===== src/rtl/gecko_writeback_tracker_pkg.sv =====
// Shared types for the writeback tracker: counter status classes and tracker states.
// The optional protocol checker in the top is enabled by GECKO_WRITEBACK_CHECK_EN.
package gecko_writeback_tracker_pkg;

    localparam int unsigned GECKO_COUNTER_WIDTH = 2;
    localparam int unsigned GECKO_NUM_REGS      = 32;
    localparam int unsigned GECKO_REG_AW        = 5;

    typedef logic [GECKO_COUNTER_WIDTH-1:0] gecko_reg_status_t;

    typedef enum logic [1:0] {
        GECKO_REG_STATUS_VALID   = 2'd0,
        GECKO_REG_STATUS_PENDING = 2'd1,
        GECKO_REG_STATUS_FULL    = 2'd2
    } gecko_reg_status_e;

    typedef enum logic {
        GECKO_WB_TRACKER_INIT = 1'b0,
        GECKO_WB_TRACKER_RUN  = 1'b1
    } gecko_wb_tracker_state_e;

    function automatic gecko_reg_status_e gecko_reg_classify(input gecko_reg_status_t cnt);
        if (cnt == '0)
            return GECKO_REG_STATUS_VALID;
        else if (&cnt)
            return GECKO_REG_STATUS_FULL;
        else
            return GECKO_REG_STATUS_PENDING;
    endfunction

endpackage


===== src/rtl/gecko_reg_counter.sv =====
// Saturating up/down outstanding-write counter for one architectural register.
// Requests that would overflow or underflow are dropped; simultaneous inc/dec cancel.
module gecko_reg_counter
    import gecko_writeback_tracker_pkg::*;
#(
    parameter int unsigned W = GECKO_COUNTER_WIDTH
) (
    input  logic         clk,
    input  logic         rst,
    input  logic         inc_req,
    input  logic         dec_req,
    output logic [W-1:0] count
);

    gecko_reg_status_e status;
    logic              inc;
    logic              dec;

    always_comb begin
        status = GECKO_REG_STATUS_PENDING;
        if (count == '0)
            status = GECKO_REG_STATUS_VALID;
        else if (&count)
            status = GECKO_REG_STATUS_FULL;
    end

    assign inc = inc_req && (status != GECKO_REG_STATUS_FULL);
    assign dec = dec_req && (status != GECKO_REG_STATUS_VALID);

    always_ff @(posedge clk) begin
        if (!rst)
            count <= '0;
        else if (inc && !dec)
            count <= count + W'(1);
        else if (dec && !inc)
            count <= count - W'(1);
    end

endmodule


===== src/rtl/gecko_writeback_tracker.sv =====
// Writeback-side register file plus per-register outstanding-write counters exported to decode.
// Define GECKO_WRITEBACK_CHECK_EN to build the sticky protocol checker (check_error/check_addr).
module gecko_writeback_tracker
    import gecko_writeback_tracker_pkg::*;
#(
    parameter int unsigned COUNTER_WIDTH = GECKO_COUNTER_WIDTH,
    parameter int unsigned DATA_WIDTH    = 32
) (
    input  logic                                    clk,
    input  logic                                    rst,
    input  logic                                    reserve_valid,
    input  logic [GECKO_REG_AW-1:0]                 reserve_addr,
    input  logic                                    retire_valid,
    output logic                                    retire_ready,
    input  logic [GECKO_REG_AW-1:0]                 retire_addr,
    input  logic [DATA_WIDTH-1:0]                   retire_value,
    input  logic [GECKO_REG_AW-1:0]                 rs1_addr,
    input  logic [GECKO_REG_AW-1:0]                 rs2_addr,
    output logic [DATA_WIDTH-1:0]                   rs1_value,
    output logic [DATA_WIDTH-1:0]                   rs2_value,
    output logic [GECKO_NUM_REGS*COUNTER_WIDTH-1:0] reg_status,
    output logic                                    init_done,
    output logic                                    check_error,
    output logic [GECKO_REG_AW-1:0]                 check_addr
);

    localparam int unsigned AW = GECKO_REG_AW;

    gecko_wb_tracker_state_e state;
    logic [AW-1:0]           sweep_idx;
    logic [DATA_WIDTH-1:0]   regs [GECKO_NUM_REGS];
    logic                    retire_hs;
    logic                    reserve_en;
    logic [DATA_WIDTH-1:0]   rs1_next;
    logic [DATA_WIDTH-1:0]   rs2_next;

    assign retire_hs  = retire_valid && retire_ready;
    assign reserve_en = reserve_valid && (state == GECKO_WB_TRACKER_RUN);

    // x0 has no counter; its status slice is hardwired to VALID.
    assign reg_status[COUNTER_WIDTH-1:0] = '0;

    for (genvar r = 1; r < GECKO_NUM_REGS; r++) begin : g_cnt
        gecko_reg_counter #(
            .W (COUNTER_WIDTH)
        ) u_cnt (
            .clk     (clk),
            .rst     (rst),
            .inc_req (reserve_en && (reserve_addr == AW'(r))),
            .dec_req (retire_hs && (retire_addr == AW'(r))),
            .count   (reg_status[r*COUNTER_WIDTH +: COUNTER_WIDTH])
        );
    end

    // Write-first read ports; x0 always reads zero.
    always_comb begin
        rs1_next = '0;
        rs2_next = '0;
        if (rs1_addr != '0)
            rs1_next = (retire_hs && (retire_addr == rs1_addr)) ? retire_value : regs[rs1_addr];
        if (rs2_addr != '0)
            rs2_next = (retire_hs && (retire_addr == rs2_addr)) ? retire_value : regs[rs2_addr];
    end

    always_ff @(posedge clk) begin
        if (!rst) begin
            state        <= GECKO_WB_TRACKER_INIT;
            sweep_idx    <= '0;
            init_done    <= 1'b0;
            retire_ready <= 1'b0;
            rs1_value    <= '0;
            rs2_value    <= '0;
        end else begin
            case (state)
                GECKO_WB_TRACKER_INIT: begin
                    sweep_idx <= sweep_idx + AW'(1);
                    rs1_value <= '0;
                    rs2_value <= '0;
                    if (sweep_idx == AW'(GECKO_NUM_REGS - 1)) begin
                        state        <= GECKO_WB_TRACKER_RUN;
                        init_done    <= 1'b1;
                        retire_ready <= 1'b1;
                    end
                end
                GECKO_WB_TRACKER_RUN: begin
                    rs1_value <= rs1_next;
                    rs2_value <= rs2_next;
                end
                default: state <= GECKO_WB_TRACKER_INIT;
            endcase
        end
    end

    // Storage is not reset; the INIT sweep clears it.
    always_ff @(posedge clk) begin
        if (rst) begin
            if (state == GECKO_WB_TRACKER_INIT)
                regs[sweep_idx] <= '0;
            else if (retire_hs && (retire_addr != '0))
                regs[retire_addr] <= retire_value;
        end
    end

`ifdef GECKO_WRITEBACK_CHECK_EN
    logic [COUNTER_WIDTH-1:0] rsv_cnt;
    logic [COUNTER_WIDTH-1:0] ret_cnt;
    logic                     rsv_err;
    logic                     ret_err;

    assign rsv_cnt = reg_status[reserve_addr*COUNTER_WIDTH +: COUNTER_WIDTH];
    assign ret_cnt = reg_status[retire_addr*COUNTER_WIDTH +: COUNTER_WIDTH];
    assign rsv_err = reserve_en && (reserve_addr != '0) && (&rsv_cnt);
    assign ret_err = retire_hs && (retire_addr != '0) && (ret_cnt == '0)
                     && !(reserve_en && (reserve_addr == retire_addr));

    always_ff @(posedge clk) begin
        if (!rst) begin
            check_error <= 1'b0;
            check_addr  <= '0;
        end else if (!check_error && (rsv_err || ret_err)) begin
            check_error <= 1'b1;
            check_addr  <= rsv_err ? reserve_addr : retire_addr;
`ifndef SYNTHESIS
            $error("gecko_writeback_tracker: protocol error on x%0d",
                   rsv_err ? reserve_addr : retire_addr);
`endif
        end
    end
`else
    assign check_error = 1'b0;
    assign check_addr  = '0;
`endif

endmodule


===== config.mk =====
export PLATFORM = sky130hd
export DESIGN_NAME = gecko_writeback_tracker
export DESIGN_NICKNAME = d
export VERILOG_FILES = /design/src/rtl/gecko_writeback_tracker_pkg.sv /design/src/rtl/gecko_reg_counter.sv /design/src/rtl/gecko_writeback_tracker.sv
export SDC_FILE = /design/constraint.sdc
export NUM_CORES = 2
export LEC_CHECK = 0
export CAP_MARGIN = 20
export CELL_PAD_IN_SITES_DETAIL_PLACEMENT = 1
export CELL_PAD_IN_SITES_GLOBAL_PLACEMENT = 1
export CORE_UTILIZATION = 57
export CTS_BUF_LIST = sky130_fd_sc_hd__clkbuf_16
export CTS_CLUSTER_DIAMETER = 30
export DETAILED_ROUTE_END_ITERATION = 8
export MAX_ROUTING_LAYER = met4
export PLACE_DENSITY_LB_ADDON = 0.3
export SLEW_MARGIN = 10
export SYNTH_ARGS = -nofsm -noshare
export SYNTH_HDL_FRONTEND = slang
export SYNTH_SLANG_ARGS = --single-unit
export TNS_END_PERCENT = 10

===== constraint.sdc =====
create_clock -name clk -period 6.5 [get_ports clk]
set_input_delay 1.3 -clock clk [delete_from_list [all_inputs] [get_ports clk]]
set_output_delay 1.3 -clock clk [all_outputs]
set_load 0.01 [all_outputs]

# [Yosys cells after proc, flatten, opt, wreduce, memory -nomap -nowiden]
# Memory sizes are Yosys's and may differ from the RTL's.
# Index checks and enable logic that the tools add are counted.
[classes] add_sub_neg=63 n_eq_ne=96 mux=142 bitwise_logic=1 n_reduce_logical=382
[ops] op="2-bit 2-to-1 mux" count=124
[ops] op="1-bit logical AND" count=191
[ops] op="5-bit == test (second input constant)" count=33
[ops] op="32-bit 2-to-1 mux" count=5
[ops] op="32-bit one-hot mux with 2 select lines" count=2
[ops] op="2-bit nonzero test" count=62
[ops] op="5-bit by 4-bit == test with 1-bit output (second input constant)" count=16
[ops] op="2-bit AND reduction" count=32
[ops] op="2-bit by 1-bit adder with 2-bit output (second input constant)" count=31
[ops] op="1-bit zero test" count=62
[ops] op="2-bit zero test" count=31
[ops] op="2-bit inequality test (second input constant)" count=31
[ops] op="2-bit by 1-bit subtractor with 2-bit output (second input constant)" count=31
[ops] op="5-bit by 3-bit == test with 1-bit output (second input constant)" count=8
[ops] op="32-bit OR reduction" count=1
[ops] op="5-bit by 2-bit == test with 1-bit output (second input constant)" count=4
[ops] op="5-bit nonzero test" count=3
[ops] op="5-bit by 1-bit == test with 1-bit output (second input constant)" count=2
[ops] op="5-bit == test" count=2
[ops] op="1-bit 2-to-1 mux" count=10
[ops] op="5-bit by 1-bit adder with 5-bit output (second input constant)" count=1
[ops] op="5-bit 2-to-1 mux" count=1
[ops] op="1-bit NOT" count=1
[word_totals] regBits=133 ramBits=1024 input_bits=56 out_inout_bits=136 n_memories=1
[mem_list] memory="regs" words=32 width=32 rd=2 rd_clocked_by_memory_dff=0 write_ports=1 line="gecko_writeback_tracker.sv:31" rtl="logic [DATA_WIDTH-1:0] regs [GECKO_NUM_REGS];"

# [Logic depth before layout (Yosys ltp)]
[depth] depth_word=9 ltp_mapped=9

# [Cells and area by module]
# From an unflattened synthesis, not the netlist that was laid out.
[hier_totals] cells_unflattened=3354 area_unflattened_um2=53980.5
[modules_own_cells] mod="gecko_writeback_tracker" instances=1 cells_per_inst=3013 area_each_um2=50644.8
[modules_own_cells] mod="gecko_reg_counter" instances=31 cells_per_inst=11 area_each_um2=107.6

# [Worst setup path before layout]
# OpenSTA, ideal clock, no wires.
[synth_timing] kind="input port to flip-flop" startpoint="input port retire_addr[0]" endpoint="memory regs[12][0], enable pin" setup_ns=0.421 arrival_time_ns=3.872 required_ns=6.079 setup_slack_ns=2.207 path_stages=7 path_cell_list="buf_4 > nor2_1 > a311oi_2 > buf_2 > o21ai_0 > nand2_1 > nor2_1"
[synth_between] elab_chain_cells=8 elab_cells_between_ends=9 cone_classes="mux: 6; reduce/logical: 3"
[synth_lines] item="from (decl)" line="gecko_writeback_tracker.sv:15" rtl="input logic [GECKO_REG_AW-1:0] retire_addr,"
[synth_lines] item="5-bit nonzero test" line="gecko_writeback_tracker.sv:99" rtl="else if (retire_hs && (retire_addr != '0))"
[synth_lines] item="1-bit logical AND" line="gecko_writeback_tracker.sv:99"
[synth_lines] item="1-bit 2-to-1 mux" line="gecko_writeback_tracker.sv:99"
[synth_lines] item="1-bit 2-to-1 mux" line="gecko_writeback_tracker.sv:97" rtl="if (state == GECKO_WB_TRACKER_INIT)"
[synth_lines] item="1-bit 2-to-1 mux" line="gecko_writeback_tracker.sv:96" rtl="if (rst) begin"
[synth_lines] item="1-bit 2-to-1 mux (implied by the code)" line="gecko_writeback_tracker.sv:100" rtl="regs[retire_addr] <= retire_value;"
[synth_lines] item="32-bit OR reduction (no source line)"
[synth_lines] item="5-bit 2-to-1 mux (no source line) or 1-bit 2-to-1 mux (tied branches)"
[synth_lines] item="to (decl)" line="gecko_writeback_tracker.sv:31"
# Several ways; a longest one is shown, not always the timed one.

# [Final worst setup path]
[layout_timing] startpoint="input port retire_addr[3]" endpoint="register g_cnt[8].u_cnt.count[1]"
[layout_between] elab_chain_cells=6 elab_cells_between_ends=8 cone_classes="eq/ne: 1; mux: 1; reduce/logical: 6"
[layout_lines] item="5-bit by 4-bit == test with 1-bit output (*)" line="gecko_writeback_tracker.sv:50" rtl=".dec_req (retire_hs && (retire_addr == AW'(r))),"
[layout_lines] item="1-bit logical AND (*)" line="gecko_writeback_tracker.sv:50"
[layout_lines] item="1-bit logical AND (*)" line="gecko_reg_counter.sv:28" rtl="assign dec = dec_req && (status != GECKO_REG_STATUS_VALID);"
[layout_lines] item="1-bit zero test" line="gecko_reg_counter.sv:33" rtl="else if (inc && !dec)"
[layout_lines] item="1-bit logical AND" line="gecko_reg_counter.sv:33"
[layout_lines] item="2-bit 2-to-1 mux or 2-bit nonzero test (tied branches)"
[layout_lines] item="to (signal assigned)" line="gecko_reg_counter.sv:34" rtl="count <= count + W'(1);"
[layout_lines] item="to (signal assigned)" line="gecko_reg_counter.sv:36" rtl="count <= count - W'(1);"
[layout_lines] item="to (decl)" line="gecko_reg_counter.sv:12" rtl="output logic [W-1:0] count"
# Every way passes the cells marked *; elsewhere a longest branch is shown, timed or not.
# A chain may end at the register's enable or synchronous reset.

==> impl_metrics.env <==
export IMPL_arrival_ns=5.74
export IMPL_relSlewSlack_pct=18.4
export IMPL_most_common_layout_cells="1,024 x edfxtp_1, 384 x mux4_2, 290 x mux2i_1"
export IMPL_wl_um=219000
export IMPL_routedWlPerCell_um=45.0
export IMPL_grt_busiest_layer="met2"
export IMPL_rsz0062_at_grt="false"
export IMPL_syn_inst=3123
export IMPL_place_gp_congestion=0.923
export IMPL_seq_area_um2=33400
export IMPL_max_freq_mhz=198
export IMPL_die_w_um=309
export IMPL_overflow=0
export IMPL_final_nets=3476
export IMPL_ctsHoldBuffers=0
export IMPL_post_cts_resized=0
export IMPL_io_buffer_count=183
export IMPL_clk_latency_ns=0.85
export IMPL_numCtsBuffers=224
export IMPL_critPathLaunchType="input port"
export IMPL_htreeDepth=4
export IMPL_routed_via_density=8.13
export IMPL_vias=39500
export IMPL_finalMaxSlewViolations=0
export IMPL_cts_root_buf="clkbuf_16"
export IMPL_antenna_found_initial=14
export IMPL_gr_usage_met1_pct=53.4
export IMPL_mostFrequentLayoutCell="edfxtp_1"
export IMPL_path_clk_slew_ns=0.05
export IMPL_ys_seq_area_share_pct=62.1
export IMPL_crit_required_ns=7.19
export IMPL_post_cts_buffers=0
export IMPL_worst_path_max_fanout=17
export IMPL_core_area_um2=93500
export IMPL_hold_viol=0
export IMPL_synth_warnings=0
export IMPL_grt_use_met2_pct=66.0
export IMPL_finClkSkew_ns=0.0567
export IMPL_syn_cell_area_um2=53800
export IMPL_dp_hpwl_um=105000
export IMPL_cts_tree="done"
export IMPL_cts_sinks=1157
export IMPL_dieArea_um2=95700
export IMPL_reg2regPathDepth=7
export IMPL_setup_violations_final=0
export IMPL_die_h_um=309
export IMPL_tightest_slew_ns=1.22
export IMPL_status="completed"
export IMPL_drive_gt1_share_pct=25.9
export IMPL_placed_cells=4404
export IMPL_multiInputGateArea_um2=19400
export IMPL_ant_nets=0
export IMPL_grt_pass1_wl_um=288000
export IMPL_holdPathStages=2
export IMPL_synth_cell_types=56
export IMPL_clockBufferDepth=3
export IMPL_grt_max_degree=115
export IMPL_start_util_pct=57.6
export IMPL_instances_no_fill=4862
export IMPL_power_density_nw_per_um2=329
export IMPL_hold_class="flop to flop"
export IMPL_grt_pass1_vias=39500
export IMPL_drv_cap=0
export IMPL_setup_tns_ns=0
export IMPL_syn_avg_cell_area_um2=17.2
export IMPL_drt_iter0_markers=7612
export IMPL_use_met3_pct=13.6
export IMPL_async_flop_share_pct=0
export IMPL_synth_edf_count=1024
export IMPL_peakVddDrop_v=0.000312
export IMPL_io_pins=192
export IMPL_fillers=7633
export IMPL_fp_row_count=112
export IMPL_ys_flop_type="edfxtp_1"
export IMPL_ys_ff_latch=1157
export IMPL_cellLeakagePower_uw=0.0217
export IMPL_syn_to_final_growth_pct=20.5
export IMPL_finalCriticalPeriod_ns=5.05
export IMPL_finalCritPeriodShare_pct=77.7
export IMPL_cp_end_kind="flop"
export IMPL_track_usage_pct=43.7
export IMPL_worstSetupPathType="input port to flop"
export IMPL_drc_errors=0
export IMPL_firstDrtPassIters=6
## critical path: stages
cell and delay (ns):
clkdlybuf4s50_1 1.02, nor2b_1 0.88, nor3b_1 0.94, o211ai_1 0.40, ha_1 0.38, xor2_1 0.18, or3_1 0.35, a21boi_0 0.28
## layer usage
metal | share of wire [%] | vias up
li1 | - | 13800
met1 | 33 | 19900
met2 | 46 | 4527
met3 | 15 | 1252
met4 | 6.9 | 0
met5 | 0 | -
## synthesized netlist by cell type, types with 2 or more instances
cell type	instances	share of area, %
and3_1	2	0.023
mux2_2	3	0.063
edfxtp_1	1024	57
o21ai_0	36	0.33
a221oi_1	128	2.1
buf_4	41	0.57
a21boi_0	31	0.43
nand2_1	20	0.14
nor2b_1	49	0.57
ha_1	33	0.77
o21ai_1	28	0.26
xnor2_1	38	0.62
o21bai_1	32	0.45
o211ai_1	27	0.38
dfxtp_1	133	4.9
nor2_2	2	0.023
nor3_1	7	0.065
buf_2	86	0.80
and2_1	70	0.81
or3_1	33	0.38
a221o_1	64	1.2
mux4_2	384	16
a21oi_1	37	0.34
nor4_1	2	0.023
o2111ai_1	4	0.065
clkbuf_1	76	0.53
inv_1	4	0.028
o22ai_1	64	0.74
nor3b_1	4	0.056
nor2_1	98	0.68
o21a_1	3	0.042
buf_6	28	0.59
a2111oi_0	7	0.11
buf_1	13	0.091
nand3b_1	2	0.028
xor2_1	36	0.59
mux2i_1	290	5.4
a211oi_1	87	1.2
nand3_1	8	0.074
a22oi_1	66	0.92
nand2b_1	8	0.093
## area by class of cell
cell class                      count  share of cell area (%)
Antenna cell                       26                   0.100
Clock inverter                    192                    3.08
Inverter                            4                  0.0231
Timing Repair Buffer              275                    4.19
Tap cell                         1254                    2.42
Multi-Input combinational cell   1725                    29.9
Sequential cell                  1157                    51.5
Clock buffer                      229                    8.83
## logic make-up after synthesis
kind of cell | synth area share (%)
xor gates and xnor gates | 1.20
muxes | 21.5
AOI/OAI and AO/OA | 8.75
other | 0.00697
adders and majority gates | 0.767
DFF | 62.1
buffers and inverters | 2.61
and+or+nand+nor | 3.09
## flip-flops by register name, indices dropped and copies added, names as in the netlist
signal	count
rs1_value	32
state	1
init_done	1
sweep_idx	5
regs	1024
rs2_value	32
g_cnt.u_cnt.count	62
## stage by stage
step | power, uW | worst slack, ns | util (%) | hold WS [ns] | instance area [um2]
global route | 21500 | 1.52 | 69.4 | 0.598 | 64900
detailed placement | 9110 | 1.18 | 60.9 | 0.540 | 56900
CTS | 21000 | 1.86 | 69.1 | 0.550 | 64600
global placement | 9070 | 1.38 | 60.9 | 0.506 | 56900
finish | 21400 | 1.45 | 69.4 | 0.543 | 64900
floorplan | 8810 | 2.21 | - | 0.531 | 53900
## power by group
| group | total, uW | internal, uW | switching [uW] |
|---|---|---|---|
| Sequential | 8050 | 8020 | 30.2 |
| Combinational | 1030 | 360 | 666 |
| Clock | 12300 | 7670 | 4610 |
## final timing paths
check | from | to | slack (ns)
worst max-delay path | retire_addr[3] | g_cnt[8].u_cnt.count[1]$_SDFFE_PN0P_ | 1.45
worst min-delay path | g_cnt[6].u_cnt.count[1]$_SDFFE_PN0P_ | g_cnt[6].u_cnt.count[1]$_SDFFE_PN0P_ | 0.54
worst max register to register | state$_SDFF_PN0_ | regs[25][7]$_DFFE_PP_ | 2.05
worst min register to register | g_cnt[6].u_cnt.count[1]$_SDFFE_PN0P_ | g_cnt[6].u_cnt.count[1]$_SDFFE_PN0P_ | 0.54
Power figures use the tool's default switching activity.
